### src/rtl/shub_pkg.sv
// Shared constants and helpers for the shub cluster switch.
//   FLIT_W_DEF   : default flit width
//   DEST_LSB_DEF : default LSB of the destination field inside a flit
//   STAT_W       : width of each per-output delivered-flit counter
//   clog2()      : ceiling log2, usable in parameter expressions
package shub_pkg;

    localparam int FLIT_W_DEF   = 20;
    localparam int DEST_LSB_DEF = 16;
    localparam int STAT_W       = 16;

    function automatic int clog2(input int value);
        int r;
        r = 0;
        while ((1 << r) < value) begin
            r++;
        end
        return r;
    endfunction

endpackage

### src/rtl/shub_fifo.sv
// Synchronous per-input flit buffer with registered empty and ready flags.
//   clk, rst  : clock (rising edge), asynchronous active-low reset
//   push      : write request; only taken while ready is high
//   wdata     : flit to write
//   pop       : read request; only taken while empty is low
//   rdata     : head flit (valid while empty is low)
//   empty     : registered "no flit stored"
//   ready     : registered "not full"; low during reset and on the first
//               edge into reset, rises on the first edge after release
module shub_fifo
    import shub_pkg::*;
#(
    parameter int WIDTH = FLIT_W_DEF,
    parameter int DEPTH = 4
) (
    input  logic             clk,
    input  logic             rst,
    input  logic             push,
    input  logic [WIDTH-1:0] wdata,
    input  logic             pop,
    output logic [WIDTH-1:0] rdata,
    output logic             empty,
    output logic             ready
);

    localparam int AW = clog2(DEPTH);

    logic [AW:0]      wr_ptr_q, wr_ptr_d;
    logic [AW:0]      rd_ptr_q, rd_ptr_d;
    logic             empty_q, empty_d;
    logic             ready_q, ready_d;
    logic             do_push, do_pop;
    logic [WIDTH-1:0] mem [DEPTH];

    assign do_push = push && ready_q;
    assign do_pop  = pop && !empty_q;

    // Pointers carry one extra wrap bit so full and empty can be told apart.
    always_comb begin
        wr_ptr_d = wr_ptr_q + {{AW{1'b0}}, do_push};
        rd_ptr_d = rd_ptr_q + {{AW{1'b0}}, do_pop};
        empty_d  = (wr_ptr_d == rd_ptr_d);
        ready_d  = !((wr_ptr_d[AW] != rd_ptr_d[AW]) &&
                     (wr_ptr_d[AW-1:0] == rd_ptr_d[AW-1:0]));
    end

    always_ff @(posedge clk or negedge rst) begin
        if (!rst) begin
            wr_ptr_q <= '0;
            rd_ptr_q <= '0;
            empty_q  <= 1'b1;
            ready_q  <= 1'b0;
        end else begin
            wr_ptr_q <= wr_ptr_d;
            rd_ptr_q <= rd_ptr_d;
            empty_q  <= empty_d;
            ready_q  <= ready_d;
        end
    end

    // Storage needs no reset: the pointers define what is valid.
    always_ff @(posedge clk) begin
        if (do_push) begin
            mem[wr_ptr_q[AW-1:0]] <= wdata;
        end
    end

    assign rdata = mem[rd_ptr_q[AW-1:0]];
    assign empty = empty_q;
    assign ready = ready_q;

endmodule

### src/rtl/shub_switch.sv
// NUM_PORTS x NUM_PORTS cluster switch: one FIFO per input, one round-robin
// arbiter and one output register per output.
//   clk, rst   : clock (rising edge), asynchronous active-low reset
//   in_data    : flits from clusters, port p at [p*FLIT_W +: FLIT_W]
//   in_valid   : per-port input valid
//   in_co      : per-port "switch can accept" (registered FIFO not-full)
//   out_data   : flits to clusters, port q at [q*FLIT_W +: FLIT_W]
//   out_valid  : per-port output valid
//   out_ci     : per-port "cluster can accept"
//   stat_count : per-output delivered-flit counters, 16 bits each
// Optional feature macro: SHUB_STATS_EN enables the saturating counters;
// without it stat_count is tied to zero.
module shub_switch
    import shub_pkg::*;
#(
    parameter int NUM_PORTS  = 4,
    parameter int FLIT_W     = FLIT_W_DEF,
    parameter int DEST_LSB   = DEST_LSB_DEF,
    parameter int FIFO_DEPTH = 4
) (
    input  logic                        clk,
    input  logic                        rst,
    input  logic [NUM_PORTS*FLIT_W-1:0] in_data,
    input  logic [NUM_PORTS-1:0]        in_valid,
    output logic [NUM_PORTS-1:0]        in_co,
    output logic [NUM_PORTS*FLIT_W-1:0] out_data,
    output logic [NUM_PORTS-1:0]        out_valid,
    input  logic [NUM_PORTS-1:0]        out_ci,
    output logic [NUM_PORTS*STAT_W-1:0] stat_count
);

    localparam int PW = clog2(NUM_PORTS);

    logic [NUM_PORTS-1:0] head_empty;
    logic [NUM_PORTS-1:0] pop;
    logic [FLIT_W-1:0]    head_data [NUM_PORTS];

    logic [PW-1:0]        rr_q [NUM_PORTS];
    logic [PW-1:0]        rr_d [NUM_PORTS];
    logic [NUM_PORTS-1:0] out_valid_q, out_valid_d;
    logic [FLIT_W-1:0]    out_data_q [NUM_PORTS];
    logic [FLIT_W-1:0]    out_data_d [NUM_PORTS];

    for (genvar p = 0; p < NUM_PORTS; p++) begin : g_in
        shub_fifo #(
            .WIDTH (FLIT_W),
            .DEPTH (FIFO_DEPTH)
        ) u_fifo (
            .clk   (clk),
            .rst   (rst),
            .push  (in_valid[p]),
            .wdata (in_data[p*FLIT_W +: FLIT_W]),
            .pop   (pop[p]),
            .rdata (head_data[p]),
            .empty (head_empty[p]),
            .ready (in_co[p])
        );
    end

    // Each head targets exactly one output, so a FIFO can be granted by at
    // most one arbiter per cycle and all outputs arbitrate in parallel.
    always_comb begin
        logic          found;
        logic          load;
        logic [PW-1:0] idx;
        pop         = '0;
        out_valid_d = out_valid_q;
        found       = 1'b0;
        load        = 1'b0;
        idx         = '0;
        for (int q = 0; q < NUM_PORTS; q++) begin
            rr_d[q]       = rr_q[q];
            out_data_d[q] = out_data_q[q];
            load          = !out_valid_q[q] || out_ci[q];
            found         = 1'b0;
            if (load) begin
                out_valid_d[q] = 1'b0;
                for (int i = 0; i < NUM_PORTS; i++) begin
                    // NUM_PORTS is a power of two, so PW-bit wrap is mod N.
                    idx = rr_q[q] + PW'(i);
                    if (!found && !head_empty[idx] &&
                        (head_data[idx][DEST_LSB +: PW] == PW'(q))) begin
                        found          = 1'b1;
                        pop[idx]       = 1'b1;
                        out_valid_d[q] = 1'b1;
                        out_data_d[q]  = head_data[idx];
                        rr_d[q]        = idx + PW'(1);
                    end
                end
            end
        end
    end

    always_ff @(posedge clk or negedge rst) begin
        if (!rst) begin
            out_valid_q <= '0;
            for (int q = 0; q < NUM_PORTS; q++) begin
                rr_q[q]       <= '0;
                out_data_q[q] <= '0;
            end
        end else begin
            out_valid_q <= out_valid_d;
            for (int q = 0; q < NUM_PORTS; q++) begin
                rr_q[q]       <= rr_d[q];
                out_data_q[q] <= out_data_d[q];
            end
        end
    end

    assign out_valid = out_valid_q;
    for (genvar q = 0; q < NUM_PORTS; q++) begin : g_out
        assign out_data[q*FLIT_W +: FLIT_W] = out_data_q[q];
    end

`ifdef SHUB_STATS_EN
    logic [STAT_W-1:0] stat_q [NUM_PORTS];
    logic [STAT_W-1:0] stat_d [NUM_PORTS];

    always_comb begin
        for (int q = 0; q < NUM_PORTS; q++) begin
            stat_d[q] = stat_q[q];
            if (out_valid_q[q] && out_ci[q] && (stat_q[q] != '1)) begin
                stat_d[q] = stat_q[q] + STAT_W'(1);
            end
        end
    end

    always_ff @(posedge clk or negedge rst) begin
        if (!rst) begin
            for (int q = 0; q < NUM_PORTS; q++) begin
                stat_q[q] <= '0;
            end
        end else begin
            for (int q = 0; q < NUM_PORTS; q++) begin
                stat_q[q] <= stat_d[q];
            end
        end
    end

    for (genvar q = 0; q < NUM_PORTS; q++) begin : g_stat
        assign stat_count[q*STAT_W +: STAT_W] = stat_q[q];
    end
`else
    assign stat_count = '0;
`endif

endmodule

### config.mk
export PLATFORM = sky130hd
export DESIGN_NAME = shub_switch
export DESIGN_NICKNAME = d
export VERILOG_FILES = /design/src/rtl/shub_pkg.sv /design/src/rtl/shub_fifo.sv /design/src/rtl/shub_switch.sv
export SDC_FILE = /design/constraint.sdc
export NUM_CORES = 1
export LEC_CHECK = 0
export BUFFER_PORTS_ARGS = -buffer_cell sky130_fd_sc_hd__clkbuf_2
export CORE_ASPECT_RATIO = 1.2
export CORE_MARGIN = 3
export CORE_UTILIZATION = 50
export CTS_CLUSTER_DIAMETER = 100
export DETAILED_ROUTE_END_ITERATION = 10
export PLACE_DENSITY = 0.74
export SYNTH_ARGS = -nofsm -noshare
export SYNTH_HDL_FRONTEND = slang
export SYNTH_SLANG_ARGS = --single-unit
export TNS_END_PERCENT = 50
### constraint.sdc
create_clock -name clk -period 8.1 [get_ports clk]
set_input_delay 1.62 -clock clk [delete_from_list [all_inputs] [get_ports clk]]
set_output_delay 1.62 -clock clk [all_outputs]
set_load 0.05 [all_outputs]
==> flow_metrics.env <==
export IMPL_status="complete, no violations"
export IMPL_gp_congestion=0.943
export IMPL_synth_top_area_share_pct=33.9
export IMPL_grt_max_degree=72
export IMPL_dpl_hpwl_mm=55.1
export IMPL_grt_pass1_wl_mm=118
export IMPL_startpoint_type="flop"
export IMPL_avgViaCountPerCell=6.67
export IMPL_routed_wl_mm=77.0
export IMPL_num_vias=19400
export IMPL_ios=242
export IMPL_arrival_ns=6.38
export IMPL_dr_first_iter_drc_count=2174
export IMPL_num_rows=95
export IMPL_cp_required_ns=8.57
export IMPL_synth_seq_area_share_pct=44.9
export IMPL_synth_area_um2=28400
export IMPL_synth_area_per_cell_um2=13.5
export IMPL_crit_type="reg -> reg"
export IMPL_period_needed_ns=5.92
export IMPL_grt_pass1_vias=19600
export IMPL_die_h_um=267
export IMPL_hp_class="reg -> reg"
export IMPL_finalSetupTns_ns=0
export IMPL_yosysWarnings=0
export IMPL_clkSinkCount=444
export IMPL_cts_setup_buffers=0
export IMPL_start_util_pct=50.5
export IMPL_coreArea_um2=56100
export IMPL_rsz0062_at_grt="no"
export IMPL_worst_pin_slew_ns=1.25
export IMPL_synth_area_mux_share_pct=30.3
export IMPL_firstDrtPassIters=6
export IMPL_ys_top_cells_by_area="edfxtp_1 34%, mux4_2 27%, dfrtp_1 11%"
export IMPL_clock_latency_ns=0.59
export IMPL_worstPathMaxFanout=47
export IMPL_async_flop_share_pct=27.9
export IMPL_synth_top_family_by_area="multiplexers"
export IMPL_syn2layout_area_growth_pct=8.59
export IMPL_grt_overflow=0
export IMPL_antenna_cells=0
export IMPL_max_freq_mhz=169
export IMPL_synth_seq_cells=444
export IMPL_synth_xor_area_share_pct=0.772
export IMPL_ys_flop_type="edfxtp_1"
export IMPL_fin_skew_ns=0.0247
export IMPL_layout_nets=2268
export IMPL_synth_area_leader_cell="edfxtp_1"
export IMPL_wl_met1_mm=28.0
export IMPL_synth_edf_count=320
export IMPL_top_layer="met4"
export IMPL_hold_viol=0
export IMPL_cts_buffer_depth=3
export IMPL_track_usage_pct=25.7
export IMPL_drc=0
export IMPL_holdBufCountCts=0
export IMPL_port_buffers=177
export IMPL_cts_root_buffer="clkbuf_16"
export IMPL_yosys_area_share_simple_pct=7.99
export IMPL_syn_inst=2107
export IMPL_drv_slew=0
export IMPL_antenna_found_initial=1
export IMPL_drv_cap=0
export IMPL_cts_resized=0
export IMPL_ys_types=78
export IMPL_die_w_um=223
export IMPL_slew_headroom_pct=16.6
export IMPL_yosys_area_share_adder_pct=1.72
export IMPL_setup_viol_count_final=0
export IMPL_wl_met3_mm=5.47
export IMPL_endpoint_kind="flop"
export IMPL_period_share_pct=73.1
export IMPL_cts_tree="yes"
export IMPL_postRouteAntennaNets=0
export IMPL_met2_length_mm=40.0
export IMPL_die_area_um2=59600
export IMPL_synth_compound_area_share_pct=8.66
export IMPL_wl_per_cell_um=26.5
export IMPL_h_tree_depth=2
export IMPL_cts_buffers=45
export IMPL_drive_above_1_share_pct=31.8
export IMPL_clk_pin_slew_ns=0.06
## logic make-up after synthesis
group                      count (synthesis)
adders and majority gates                 39
DFF                                      444
AOI/OAI and AO/OA                        337
xor gates and xnor gates                  25
other                                      1
muxes                                    424
buffers and inverters                    333
and+or+nand+nor                          504
## through the flow
step | instance area [um2] | util (%) | hold slack (ns) | instances | worst slack [ns]
finish | 30800 | 54.9 | 0.464 | 2903 | 2.18
CTS | 30800 | 54.9 | 0.470 | 2903 | 2.16
floorplan | 28600 | - | 0.445 | 2170 | 3.11
global placement | 29300 | 52.3 | 0.445 | 2819 | 2.28
detailed placement | 29300 | 52.3 | 0.455 | 2819 | 2.18
global route | 30800 | 54.9 | 0.479 | 2903 | 1.75
## path summary, 6_finish.rpt
check                                            endpoint  slack (ns)  cells past startpoint                      from
min in group asynchronous        out_data[15]$_DFFE_PN0P_        1.06                      1                       rst
max in group asynchronous        out_data[76]$_DFFE_PN0P_        5.79                      2                       rst
min                              out_data[36]$_DFFE_PN0P_        0.46                      1  out_data[36]$_DFFE_PN0P_
min reg2reg                      out_data[36]$_DFFE_PN0P_        0.46                      1  out_data[36]$_DFFE_PN0P_
max                        g_in[0].u_fifo.ready$_DFF_PN0_        2.18                     17       rr_q[6]$_DFFE_PN0P_
max reg2reg                g_in[0].u_fifo.ready$_DFF_PN0_        2.18                     17       rr_q[6]$_DFFE_PN0P_
## placed cells by master (no fill, tap or decap), types with 7 or more instances in the layout
cell type,instances
nor2_1,161
dfrtp_1,117
a211o_1,43
clkinv_2,7
and3_1,18
o21ai_0,38
ha_1,39
inv_1,24
a211oi_1,7
a21oi_1,45
a221oi_1,13
clkbuf_16,45
mux2i_1,75
a311o_1,18
nand3_1,11
nand2b_1,12
nor3b_2,8
nor2b_1,11
nor3_1,12
nand2_1,215
buf_4,48
conb_1,64
clkinv_1,10
clkbuf_2,176
or2_2,15
xnor2_1,13
clkbuf_1,8
o211ai_1,44
o211a_1,17
mux4_2,346
xor2_1,12
o21ai_1,9
edfxtp_1,320
a31oi_1,45
## critical path: stages, from the launching register on
cell and delay (ns):
dfrtp_2 1.09, clkinv_1 0.25, ha_1 0.35, buf_4 0.37, clkinv_1 0.46, buf_4 0.38, o2111ai_1 0.14, a21oi_1 0.11
a21oi_2 0.10, buf_4 0.39, nor2_1 0.16, a2111oi_0 0.70, a41oi_1 0.26, ha_1 0.25, ha_1 0.19, xor2_1 0.23
xor2_1 0.23, nand3_1 0.10
## sequential cells by signal, summed over array words and instances (netlist names)
name,flops
out_data,80
g_in.u_fifo.rd_ptr_q,12
g_in.u_fifo.mem,320
g_in.u_fifo.wr_ptr_q,12
out_valid,4
rr_q,8
g_in.u_fifo.empty,4
g_in.u_fifo.ready,4
## cell usage after synthesis (8+ instances only)
cell type / number
mux4_2: 346
edfxtp_1: 320
nand2_1: 215
clkbuf_1: 168
nor2_1: 161
dfrtp_1: 120
mux2i_1: 75
buf_4: 70
a21oi_1: 48
a31oi_1: 45
o211ai_1: 44
a211o_1: 43
ha_1: 39
o21ai_0: 39
buf_2: 38
inv_1: 24
buf_1: 19
a311o_1: 18
and3_1: 18
o211a_1: 17
nor3_1: 16
or2_2: 15
a221oi_1: 13
nor3b_1: 13
xnor2_1: 13
nand2b_1: 12
xor2_1: 12
nand3_1: 11
nor2b_1: 11
o21ai_1: 9
buf_6: 8
## layout make-up
type	count	area [um2]
Multi-Input combinational cell	1393	14300
Inverter	30	114
Timing Repair Buffer	225	1250
Clock inverter	28	253
Sequential cell	444	12700
Fill cell	4501	25300
Clock buffer	56	1200
Tap cell	727	910
## per-layer routing
metal  vias up  GRT usage, %
met2       982          44.8
li1       8283             -
met5         -             0
met1      9900          31.9
met3       197          3.70
met4         0          12.2
Power is left out: the tool's default activity adds up to more than one toggle a clock period on the data nets, which glitch-free logic cannot reach.
